===== config.mk =====
export PLATFORM = sky130hd
export DESIGN_NAME = cpu_wait
export DESIGN_NICKNAME = d
export VERILOG_FILES = /design/src/rtl/cpu_wait_pkg.sv /design/src/rtl/cpu_wait_alu.sv /design/src/rtl/cpu_wait.sv
export SDC_FILE = /design/constraint.sdc
export NUM_CORES = 1
export LEC_CHECK = 0
export ABC_AREA = 1
export CAP_MARGIN = 20
export CORE_MARGIN = 10
export CORE_UTILIZATION = 59
export CTS_CLUSTER_SIZE = 20
export DETAILED_ROUTE_END_ITERATION = 10
export PLACE_DENSITY = 0.88
export SLEW_MARGIN = 15
export SYNTH_ARGS = -nofsm -noshare
export SYNTH_HDL_FRONTEND = slang
export SYNTH_SLANG_ARGS = --single-unit

===== constraint.sdc =====
create_clock -name clock -period 7.9 [get_ports clock]
set_input_delay 1.975 -clock clock [delete_from_list [all_inputs] [get_ports clock]]
set_output_delay 1.975 -clock clock [all_outputs]
set_load 0.005 [all_outputs]

===== src/rtl/cpu_wait_pkg.sv =====
// Shared definitions for the cpu_wait core: FSM states, instruction field
// positions and default parameter values.
package cpu_wait_pkg;

  localparam int DEFAULT_WIDTH    = 16;
  localparam int DEFAULT_MAX_WAIT = 8;

  localparam int A_BIT      = 12;
  localparam int ZX_BIT     = 11;
  localparam int NX_BIT     = 10;
  localparam int ZY_BIT     = 9;
  localparam int NY_BIT     = 8;
  localparam int F_BIT      = 7;
  localparam int NO_BIT     = 6;
  localparam int DEST_A_BIT = 5;
  localparam int DEST_D_BIT = 4;
  localparam int DEST_M_BIT = 3;
  localparam int JLT_BIT    = 2;
  localparam int JEQ_BIT    = 1;
  localparam int JGT_BIT    = 0;

  typedef enum logic [1:0] {
    ST_RUN   = 2'd0,
    ST_WAIT  = 2'd1,
    ST_FAULT = 2'd2
  } state_t;

endpackage


===== src/rtl/cpu_wait_alu.sv =====
// Hack-style ALU: optional zero/invert on each operand, add or and,
// optional output invert, plus zero and negative flags.
module alu
  import cpu_wait_pkg::*;
#(
  parameter int WIDTH = DEFAULT_WIDTH
) (
  input  logic [WIDTH-1:0] x,
  input  logic [WIDTH-1:0] y,
  input  logic             zx,
  input  logic             nx,
  input  logic             zy,
  input  logic             ny,
  input  logic             f,
  input  logic             no,
  output logic [WIDTH-1:0] out,
  output logic             zr,
  output logic             ng
);

  logic [WIDTH-1:0] x_s;
  logic [WIDTH-1:0] y_s;
  logic [WIDTH-1:0] f_s;

  // Operand conditioning, function select and output invert.
  always_comb begin
    x_s = zx ? {WIDTH{1'b0}} : x;
    x_s = nx ? ~x_s : x_s;
    y_s = zy ? {WIDTH{1'b0}} : y;
    y_s = ny ? ~y_s : y_s;
    f_s = f ? (x_s + y_s) : (x_s & y_s);
    out = no ? ~f_s : f_s;
  end

  assign zr = (out == {WIDTH{1'b0}});
  assign ng = out[WIDTH-1];

endmodule


===== src/rtl/cpu_wait.sv =====
// Hack-style CPU core whose data-memory accesses wait on mem_ready; a wait
// longer than MAX_WAIT cycles parks the core in a sticky FAULT state.
module cpu_wait
  import cpu_wait_pkg::*;
#(
  parameter int WIDTH    = DEFAULT_WIDTH,
  parameter int MAX_WAIT = DEFAULT_MAX_WAIT
) (
  input  logic             clock,
  input  logic             reset,
  input  logic [WIDTH-1:0] instruction,
  input  logic             instruction_valid,
  input  logic [WIDTH-1:0] in_m,
  input  logic             mem_ready,
  output logic [WIDTH-1:0] out_m,
  output logic [WIDTH-1:0] address_m,
  output logic             memory_load,
  output logic             memory_read,
  output logic [WIDTH-1:0] pc,
  output logic             stall,
  output logic             fault
);

  localparam int CW = $clog2(MAX_WAIT + 1);
  localparam logic [CW-1:0] CNT_MAX = CW'(MAX_WAIT);
  localparam logic [CW-1:0] CNT_ONE = CW'(1'b1);
  localparam logic [WIDTH-1:0] PC_ONE = {{(WIDTH-1){1'b0}}, 1'b1};

  state_t           state_r;
  state_t           state_next_s;
  logic [CW-1:0]    wait_cnt_r;
  logic [CW-1:0]    wait_cnt_next_s;
  logic [WIDTH-1:0] a_r;
  logic [WIDTH-1:0] d_r;
  logic [WIDTH-1:0] pc_r;
  logic [WIDTH-1:0] a_next_s;
  logic [WIDTH-1:0] d_next_s;
  logic [WIDTH-1:0] pc_next_s;
  logic [WIDTH-1:0] y_s;
  logic [WIDTH-1:0] alu_out_s;
  logic             zr_s;
  logic             ng_s;
  logic             is_c_s;
  logic             needs_mem_s;
  logic             active_s;
  logic             commit_s;
  logic             take_s;

  assign is_c_s      = instruction[WIDTH-1];
  assign needs_mem_s = is_c_s & (instruction[A_BIT] | instruction[DEST_M_BIT]);
  assign active_s    = instruction_valid & ((state_r == ST_RUN) | (state_r == ST_WAIT));
  assign commit_s    = active_s & (~needs_mem_s | mem_ready);
  assign y_s         = instruction[A_BIT] ? in_m : a_r;

  alu #(.WIDTH(WIDTH)) u_alu (
    .x  (d_r),
    .y  (y_s),
    .zx (instruction[ZX_BIT]),
    .nx (instruction[NX_BIT]),
    .zy (instruction[ZY_BIT]),
    .ny (instruction[NY_BIT]),
    .f  (instruction[F_BIT]),
    .no (instruction[NO_BIT]),
    .out(alu_out_s),
    .zr (zr_s),
    .ng (ng_s)
  );

  assign take_s = is_c_s & ((instruction[JLT_BIT] & ng_s) |
                            (instruction[JEQ_BIT] & zr_s) |
                            (instruction[JGT_BIT] & ~ng_s & ~zr_s));

  assign out_m       = alu_out_s;
  assign address_m   = a_r;
  assign pc          = pc_r;
  assign memory_load = active_s & is_c_s & instruction[DEST_M_BIT];
  assign memory_read = active_s & is_c_s & instruction[A_BIT];
  assign stall       = active_s & needs_mem_s & ~mem_ready;
  assign fault       = (state_r == ST_FAULT);

  // Wait-state FSM: count memory wait cycles, trap on timeout.
  always_comb begin
    state_next_s    = state_r;
    wait_cnt_next_s = wait_cnt_r;
    case (state_r)
      ST_RUN: begin
        if (instruction_valid && needs_mem_s && !mem_ready) begin
          state_next_s    = ST_WAIT;
          wait_cnt_next_s = CNT_ONE;
        end else begin
          state_next_s = ST_RUN;
        end
      end
      ST_WAIT: begin
        if (mem_ready) begin
          state_next_s    = ST_RUN;
          wait_cnt_next_s = {CW{1'b0}};
        end else if (wait_cnt_r == CNT_MAX) begin
          state_next_s = ST_FAULT;
        end else begin
          wait_cnt_next_s = wait_cnt_r + CNT_ONE;
        end
      end
      ST_FAULT: state_next_s = ST_FAULT;
      default:  state_next_s = ST_FAULT;
    endcase
  end

  // Commit datapath: A/D destinations and next program counter.
  always_comb begin
    a_next_s  = a_r;
    d_next_s  = d_r;
    pc_next_s = pc_r + PC_ONE;
    if (is_c_s) begin
      if (instruction[DEST_A_BIT]) a_next_s = alu_out_s;
      else a_next_s = a_r;
      if (instruction[DEST_D_BIT]) d_next_s = alu_out_s;
      else d_next_s = d_r;
      if (take_s) pc_next_s = a_r;
      else pc_next_s = pc_r + PC_ONE;
    end else begin
      a_next_s = {1'b0, instruction[WIDTH-2:0]};
    end
  end

  // State, wait counter and architectural registers; reset wins over all.
  always_ff @(posedge clock) begin
    if (reset) begin
      state_r    <= ST_RUN;
      wait_cnt_r <= {CW{1'b0}};
      a_r        <= {WIDTH{1'b0}};
      d_r        <= {WIDTH{1'b0}};
      pc_r       <= {WIDTH{1'b0}};
    end else begin
      state_r    <= state_next_s;
      wait_cnt_r <= wait_cnt_next_s;
      if (commit_s) begin
        a_r  <= a_next_s;
        d_r  <= d_next_s;
        pc_r <= pc_next_s;
      end
    end
  end

endmodule


# Yosys cells after proc, flatten, opt, wreduce, memory -nomap -nowiden
# Index checks and enable logic that the tools add are counted.
# word_totals
word_cells	69
inputBits	36
output_inout_bits	52
register_bits	54
# classes
bitwise	26
mux	19
eq_ne	7
add_sub_neg	3
reduce_logical	9
# op_table
operator	n
2-to-1 mux 16 bit	11
NOT 16 bit	3
adder 16 x 1 -> 16 bit, second input constant	1
adder 16 bit	1
bitwise AND 16 bit	1
logical NOT 16 bit	1
bitwise AND 1 bit	13
2-to-1 mux 4 bit	3
case mux 4 bit (2 select lines)	1
AND reduction 3 bit	2
OR 1 bit	5
adder 4 x 1 -> 4 bit, second input constant	1
equality test 4 bit, second input constant	1
2-to-1 mux 2 bit	2
NOT 1 bit	4
case mux 2 bit (2 select lines)	1
!= test 3 x 2 -> 1 bit, second input constant	1
!= test 3 bit, second input constant	1
equality test 2 x 1 -> 1 bit, second input constant	1
equality test 2 bit, second input constant	1
logical AND 1 bit	2
logical NOT 2 bit	1
!= test 2 x 1 -> 1 bit, second input constant	1
!= test 2 bit, second input constant	1
other kinds (4)	4

# Depth between registers and ports, before layout
# Gate-level depths: netlist (run 1).
# depth
ltp_word	15
ltp_mapped	27
mapped_depth_nobuf	25

# By module
# A second synthesis (run 1) with hierarchy kept.
# unflattened
hier_cells	899
hier_area_um2	5136.2
# modules_own_cells
module	n_inst	area_per_inst_um2	cells_per_inst	seq_area_each_um2
cpu_wait	1	3046.7	480	1081.0
alu	1	2089.5	419	0.0

# Least setup slack after synthesis (run 1)
# Ideal clock, no wire load.
# synth_timing
path_type	in2out
from	in instruction[10]
to	out out_m[15]
slack_ns	1.623
required_ns	5.925
n_path_buf	3
stages	16
arrival_time_ns	4.302
path_cell_list	clkbuf_1 clkbuf_1 xor2_1 inv_1 ha_1 nand2_2 inv_1 nand2_1 nand2_1 a21oi_1 nand3_1 nand3_1 nand3_1 nand2_2 inv_1 buf_4
# synth_between
elab_chain_cells	5
elab_cells_between_ends	6
classes_between	1 x add/sub; 3 x mux; 2 x bitwise
# synth_lines
item	line_no	text
start, declared	cpu_wait.sv:11	input logic [WIDTH-1:0] instruction,
2-to-1 mux 16 bit *	cpu_wait_alu.sv:28	x_s = nx ? ~x_s : x_s;
adder 16 bit / bitwise AND 16 bit (equally long branches)	cpu_wait_alu.sv:31	f_s = f ? (x_s + y_s) : (x_s & y_s);
2-to-1 mux 16 bit *	cpu_wait_alu.sv:31	
NOT 16 bit	cpu_wait_alu.sv:32	out = no ? ~f_s : f_s;
2-to-1 mux 16 bit *	cpu_wait_alu.sv:32	
end, declared	cpu_wait.sv:15	output logic [WIDTH-1:0] out_m,
# Mark *: on every way between the ends. The rest lies on a longest branch, timed or not.

# Final worst setup path (run 1)
# layout_timing
from	in instruction[9]
to	out out_m[15]
# layout_between
elab_chain_cells	7
elab_cells_between_ends	8
classes_between	1 x add/sub; 4 x mux; 3 x bitwise
# layout_lines
item	line_no	text
2-to-1 mux 16 bit *	cpu_wait_alu.sv:29	y_s = zy ? {WIDTH{1'b0}} : y;
NOT 16 bit	cpu_wait_alu.sv:30	y_s = ny ? ~y_s : y_s;
2-to-1 mux 16 bit *	cpu_wait_alu.sv:30	
adder 16 bit / bitwise AND 16 bit (equally long branches)	cpu_wait_alu.sv:31	
2-to-1 mux 16 bit *	cpu_wait_alu.sv:31	
NOT 16 bit	cpu_wait_alu.sv:32	
2-to-1 mux 16 bit *	cpu_wait_alu.sv:32	
# Marked as above.

==> impl_metrics.ini, run 1 <==
[finish]
stdcell_count = 1004
antenna-diode-count = 0
area.growth.synth_to_final_pct = 17.91
mostFrequentLayoutCell = sky130_fd_sc_hd__nand2_1
mostFrequentLayoutCells = sky130_fd_sc_hd__nand2_1 (211), sky130_fd_sc_hd__inv_1 (138), sky130_fd_sc_hd__nand3_1 (88)
nets = 952
utilization = 0.7050
layout_cell_share_with_drive_strength_beyond_1 = 0.08817

[yosys]
syn_inst = 834
synth_sequential_area_ratio = 0.2094
post_synth.cell_area_avg_um2 = 6.191
postSynthRegisterBits = 54
yosys_warnings = 0
synth.net_count = 890
netlist-cell-type-count = 41
synth_area_um2 = 5164

[job]
max_cap_viol_count = 0

[min_path]
timing.hold.worst_endpoint = address_m[13]
hold_path_depth = 2
worstHoldStart = address_m[13]
timing.hold.worst.class = flip-flop to flip-flop

[grt]
first_global_vias = 5263
grt_usage = 0.2211
pin_count_of_the_biggest_net_entering_global_routing = 38
grt_overflow = 0
initial_antenna_violation_count = 0
grt_pass1_wl_mm = 24.50

[sta]
fin_ws_ns = 0.5097
period_utilization_post_route = 0.9355
setup-violations-final = 0
min_period_ns = 7.390
final.setup.tns_ns = 0
tightest_pin_transition_ns = 0.8350
setup_repair_after_global_routing_missed_its_margin = no
fmax_mhz = 135.3
slew_headroom = 0.4427
timing_hold_violations_final = 0
fin_worst_skew_ns = 0.01443
final_max_slew_viol_count = 0

[clock_network]
worstSkewPairLatency_ns = 0.32
numClockSinks = 54
clkTransAtPathRegs_ns = 0.11
postCtsSetupBuffers = 0
clockBufferDepth = 2
ctsHtreeMaxLevel = 2
ctsRootBufferMaster = sky130_fd_sc_hd__clkbuf_8
cts_inserted_buffers = 5
ctsResizeCount = 0
cts_tree = yes
postCtsHoldBufs = 0

[power]
p_leak_nw = 2.886
max-vdd-ir-drop_mv = 0.09018
pwr_per_cell_area_nw_per_um2 = 149.0

[critical_path]
critical_path.reg2reg.endpoint = pc[4]
critical_path.max_fanout = 17
required_time_at_the_worst_slack_endpoint_ns = 5.93
cells_along_the_critical_path = clkdlybuf4s50_1 -> a21oi_1 -> o21ai_0 -> xor2_1 -> ha_1 -> nand2_1 -> nand2_1 -> inv_1 -> nand2_1 -> a21oi_1 -> nand2_2 -> nand2_1 -> nand3_1 -> nand3_1 -> nand2_2 -> inv_1 -> clkdlybuf4s50_1
r2r_startpoint = address_m[0]
critical-path-top-cell-by-count = sky130_fd_sc_hd__nand2_1
logic_depth_of_the_worst_register_to_register_path = 24
timing.reg2reg.setup_slack_ns = 4.21
critPathCaptureType = output port
worst-endpoint-arrival_ns = 5.42
critPathMaxStageDelay_ns = 0.74
timing_worst_setup_path_type = input pin to output port
cpMaxStageDelayCell = sky130_fd_sc_hd__clkdlybuf4s50_1
start_kind = input pin

[routing]
detail_route.drc_violations = 0
detail-route-antenna-nets = 0
detail_route.vias_per_cell = 5.445
detail_route.wirelength_mm = 14.51
routedWlPerCell_um = 14.45
drt_iter0_drc = 343
drt_pass1_iterations = 5
route.vias.total = 5467

[die]
die_w_um = 113.6
rows = 34
ioPinCount = 88
fp.dieArea_um2 = 12890
start_util = 0.5979
placeable_area_um2 = 8636
die_h_um = 113.6

[place]
gpl.final_weighted_congestion = 0.9650
placed_cells = 997
pre_cts_slack_ns = 0.5699
io_buffers = 87
post_dp_hpwl_mm = 11.11

[run_status]
outcome = finished clean
worst max-delay path by stage:
stage               cells after the start       startpoint  slack [ns]        end
floorplan                              16  instruction[10]        1.62  out_m[15]
global placement                       17   instruction[9]        0.62  out_m[15]
detailed placement                     17   instruction[9]        0.57  out_m[15]
CTS                                    17   instruction[9]        0.54  out_m[15]
global route                           19  instruction[11]        0.21  out_m[10]
finish                                 17   instruction[9]        0.51  out_m[15]
power by group:
group / switching (mW) / leakage, nW / internal, mW
Combinational: 0.267 / 2.41 / 0.181
Sequential: 0.0148 / 0.441 / 0.290
Clock: 0.0939 / 0.0362 / 0.0608
Total: 0.376 / 2.89 / 0.531
metal layers:
metal,vias to the layer above,part of all wire,track usage
met5,-,0,0
met4,0,0.019,0.05076
met3,27,0.079,0.05669
met2,203,0.47,0.3753
met1,2480,0.43,0.2729
li1,2757,-,-
state kept, by name, indices dropped and copies added, names as in the netlist:
signal      count
address_m      16
wait_cnt_r      4
d_r            16
state_r         2
pc             16
layout make-up:
| class | instances | area (µm²) |
|---|---|---|
| Timing Repair Buffer | 94 | 923.4 |
| Tap cell | 108 | 135.1 |
| Multi-Input combinational cell | 599 | 3332 |
| Inverter | 142 | 533.0 |
| Clock inverter | 2 | 15.01 |
| Fill cell | 792 | 2547 |
| Clock buffer | 5 | 68.82 |
| Sequential cell | 54 | 1081 |
Yosys cell counts:
library cell	number	area share
sky130_fd_sc_hd__buf_2	7	0.0068
sky130_fd_sc_hd__clkbuf_8	2	0.0053
sky130_fd_sc_hd__nand3_2	13	0.025
sky130_fd_sc_hd__nand2_1	211	0.15
sky130_fd_sc_hd__nand3b_1	4	0.0058
sky130_fd_sc_hd__clkbuf_1	20	0.015
sky130_fd_sc_hd__o211ai_1	14	0.020
sky130_fd_sc_hd__nand3_4	1	0.0034
sky130_fd_sc_hd__o22ai_1	1	0.0012
sky130_fd_sc_hd__buf_6	2	0.0044
sky130_fd_sc_hd__nor2_2	3	0.0036
sky130_fd_sc_hd__fa_1	1	0.0039
sky130_fd_sc_hd__a21oi_2	9	0.015
sky130_fd_sc_hd__a221oi_1	4	0.0068
sky130_fd_sc_hd__dfxtp_1	54	0.21
sky130_fd_sc_hd__nor3_4	1	0.0032
sky130_fd_sc_hd__inv_2	3	0.0022
sky130_fd_sc_hd__o21ai_0	38	0.037
sky130_fd_sc_hd__nand4_1	6	0.0073
sky130_fd_sc_hd__nor3_1	3	0.0029
sky130_fd_sc_hd__a21oi_1	60	0.058
sky130_fd_sc_hd__a211oi_1	1	0.0015
sky130_fd_sc_hd__xor2_2	1	0.0032
sky130_fd_sc_hd__buf_12	1	0.0039
sky130_fd_sc_hd__inv_1	138	0.10
sky130_fd_sc_hd__nand2_2	24	0.029
sky130_fd_sc_hd__and2_1	3	0.0036
sky130_fd_sc_hd__or2_2	3	0.0036
sky130_fd_sc_hd__clkinv_1	1	0.00073
sky130_fd_sc_hd__xor2_1	48	0.081
sky130_fd_sc_hd__nor2_4	1	0.0022
sky130_fd_sc_hd__nand2_4	3	0.0065
sky130_fd_sc_hd__nand4_2	1	0.0024
sky130_fd_sc_hd__nor2_1	35	0.025
sky130_fd_sc_hd__buf_1	1	0.00073
sky130_fd_sc_hd__xnor2_1	2	0.0034
sky130_fd_sc_hd__buf_4	4	0.0058
sky130_fd_sc_hd__nor4_1	1	0.0012
sky130_fd_sc_hd__ha_1	19	0.046
sky130_fd_sc_hd__nand3_1	88	0.085
sky130_fd_sc_hd__dlygate4sd3_1	2	0.0039
per-stage QoR:
stage	hold WS, ns	total power, mW	area, µm²
2_1_floorplan	0.4678	0.6117	5164
3_3_place_gp	0.4720	0.7437	5997
3_5_place_dp	0.4728	0.7511	5997
4_1_cts	0.4882	0.9029	6081
5_1_grt	0.5167	0.9783	6088
6_report	0.4925	0.9071	6088
critical path: cells and delay by family:
kind / cells / cell delay (ns)
AND/OR/NAND/NOR: 8 / 0.65
XOR/XNOR: 1 / 0.17
adder cells (fa/ha/maj): 1 / 0.41
buffers and inverters: 4 / 1.51
AO/OA/AOI/OAI: 3 / 0.67
cells by family after synthesis:
logic type,count (synthesis),share of synthesized area
buf+inv,181,0.1485
fa+ha+maj,20,0.04992
compound gates,127,0.1401
xor+xnor,51,0.08796
simple gates,401,0.3642
flops,54,0.2094
(Power assumes the default switching activity.)
==> run 2, diff against run 1 <==
CTS_CLUSTER_SIZE = default   (was 20)
HOLD_SLACK_MARGIN = 0.15   (was default)
==> results of run 2 <==
No change in the layout: final DEF, timing and power equal those of run 1.
==> run 3, diff against run 2 <==
PLACE_DENSITY = 0.85   (was 0.88)
==> run 3 against run 2 <==
  * Final cell count about the same
  * Worst setup slack got worse by 0.12 ns
  * Sequential power barely moved
  * Register-to-register slack worse by 0.02 ns
  * Via count up 2.1%
  * First-iteration DRC count fell by 1.5%
  * Maximum frequency down 1.6%
==> impl_metrics.ini, run 3 (synthesized netlist as in run 1, its figures left out) <==
[run_status]
outcome = finished clean

[sta]
fin_worst_skew_ns = 0.01116
period_utilization_post_route = 0.9508
setup_repair_after_global_routing_missed_its_margin = no
final_max_slew_viol_count = 0
tightest_pin_transition_ns = 0.7918
slew_headroom = 0.4715
setup-violations-final = 0
timing_hold_violations_final = 0
fmax_mhz = 133.1
min_period_ns = 7.511
final.setup.tns_ns = 0

[finish]
num-fill-cells = 731
layout_cell_share_with_drive_strength_beyond_1 = 0.08807
seq_area_um2 = 1081
area.growth.synth_to_final_pct = 18.42
multiInputGateArea_um2 = 3324
antenna-diode-count = 0
mostFrequentLayoutCell = sky130_fd_sc_hd__nand2_1
nets = 952
mostFrequentLayoutCells = sky130_fd_sc_hd__nand2_1 (211), sky130_fd_sc_hd__inv_1 (138), sky130_fd_sc_hd__nand3_1 (88)

[min_path]
timing.hold.worst_endpoint = address_m[13]
worstHoldStart = address_m[13]
timing.hold.worst.class = flip-flop to flip-flop
hold_path_depth = 2

[routing]
detail_route.wirelength_mm = 14.92
detail_route.vias_per_cell = 5.555
routedWlPerCell_um = 14.85
drt_iter0_drc = 338
detail-route-antenna-nets = 0
route.vias.total = 5583
detail_route.drc_violations = 0
drt_pass1_iterations = 5

[clock_network]
postCtsSetupBuffers = 0
clockBufferDepth = 2
numClockSinks = 54
ctsRootBufferMaster = sky130_fd_sc_hd__clkbuf_8
ctsHtreeMaxLevel = 2
ctsResizeCount = 0
cts_inserted_buffers = 5
clkTransAtPathRegs_ns = 0.11
cts_tree = yes
worstSkewPairLatency_ns = 0.31
postCtsHoldBufs = 0

[power]
internal_power_uw = 565.9
pwr_per_cell_area_nw_per_um2 = 155.1
power.sequential.fraction = 0.322
p_leak_nw = 2.903
totalPowerFinal_uw = 948.3
comb_power_share = 0.477
power_switching_share = 0.4032
share_clk_of_total_power = 0.201
p_switching_uw = 382.4
max-vdd-ir-drop_mv = 0.1022

[die]
start_util = 0.5979
ioPinCount = 88
die_h_um = 113.6
fp.dieArea_um2 = 12890
placeable_area_um2 = 8636
rows = 34
die_w_um = 113.6

[critical_path]
worst-endpoint-arrival_ns = 5.54
critPathCaptureType = output port
critical-path-top-cell-by-count = sky130_fd_sc_hd__nand2_2
cells_along_the_critical_path = clkdlybuf4s50_1 -> a21oi_1 -> o21ai_0 -> xor2_1 -> ha_1 -> nand2_1 -> nand2_1 -> a21oi_1 -> nand2_2 -> nand2_2 -> nand2_2 -> nand2_1 -> nand3_1 -> nand3_1 -> nand2_2 -> inv_1 -> clkdlybuf4s50_1
critical_path.reg2reg.endpoint = pc[1]
timing.reg2reg.setup_slack_ns = 4.19
r2r_startpoint = address_m[0]
critPathMaxStageDelay_ns = 0.74
start_kind = input pin
timing_worst_setup_path_type = input pin to output port
cpMaxStageDelayCell = sky130_fd_sc_hd__clkdlybuf4s50_1
logic_depth_of_the_worst_register_to_register_path = 24
critical_path.max_fanout = 17
required_time_at_the_worst_slack_endpoint_ns = 5.93

[place]
post_dp_hpwl_mm = 11.48
gpl.final_weighted_congestion = 0.9379
io_buffers = 87

[grt]
pin_count_of_the_biggest_net_entering_global_routing = 38
grt_usage = 0.2231
initial_antenna_violation_count = 0
grt_pass1_wl_mm = 24.69
first_global_vias = 5362
grt_overflow = 0

[job]
max_cap_viol_count = 0
-- run 3: worst max-delay path by stage --
stage                     end  depth (start not counted)  slack, ns            start
CTS                 out_m[15]                         17       0.51   instruction[9]
floorplan           out_m[15]                         16       1.62  instruction[10]
global placement    out_m[15]                         17       0.65   instruction[9]
global route        out_m[15]                         17       0.13   instruction[9]
detailed placement  out_m[15]                         18       0.54  instruction[11]
finish              out_m[15]                         17       0.39   instruction[9]
-- run 3: critical path: cells and delay by family --
| family | cells | cell delay [ns] |
|---|---|---|
| AO/OA/AOI/OAI | 3 | 0.76 |
| XOR/XNOR | 1 | 0.19 |
| adder cells (fa/ha/maj) | 1 | 0.37 |
| buffers and inverters | 3 | 1.46 |
| AND/OR/NAND/NOR | 9 | 0.75 |
-- run 3: layout make-up --
class | count | share of cell area
Clock buffer | 6 | 0.01187
Clock inverter | 2 | 0.006139
Inverter | 142 | 0.08717
Multi-Input combinational cell | 599 | 0.5437
Sequential cell | 54 | 0.1768
Tap cell | 108 | 0.02210
Timing Repair Buffer | 94 | 0.1522
-- run 3: power groups by stage --
| stage | combinational (mW) | sequential, mW | clock (mW) |
|---|---|---|---|
| floorplan | 0.303 | 0.309 | 0 |
| global placement | 0.433 | 0.310 | 0 |
| detailed placement | 0.444 | 0.311 | 0 |
| CTS | 0.447 | 0.305 | 0.190 |
| global route | 0.505 | 0.307 | 0.199 |
| finish | 0.452 | 0.305 | 0.191 |
-- run 3: routing by layer --
layer  wire (µm)  vias to the layer above  track usage
met2        7197                      228       0.3841
met5           0                        -            0
met4         294                        0      0.06430
met3        1263                       28      0.05459
li1            -                     2757            -
met1        6167                     2570       0.2678
-- run 3: stage by stage --
| step | setup WS, ns | hold slack (ns) | instances | cell area [µm²] | utilization |
|---|---|---|---|---|---|
| finish | 0.3887 | 0.4921 | 1005 | 6115 | 0.7081 |
| global route | 0.1292 | 0.5157 | 1005 | 6115 | 0.7081 |
| CTS | 0.5078 | 0.4910 | 1004 | 6100 | 0.7063 |
| detailed placement | 0.5440 | 0.4754 | 996 | 5989 | 0.6936 |
| global placement | 0.6549 | 0.4694 | 996 | 5989 | 0.6936 |
| floorplan | 1.623 | 0.4678 | 834 | 5164 | - |
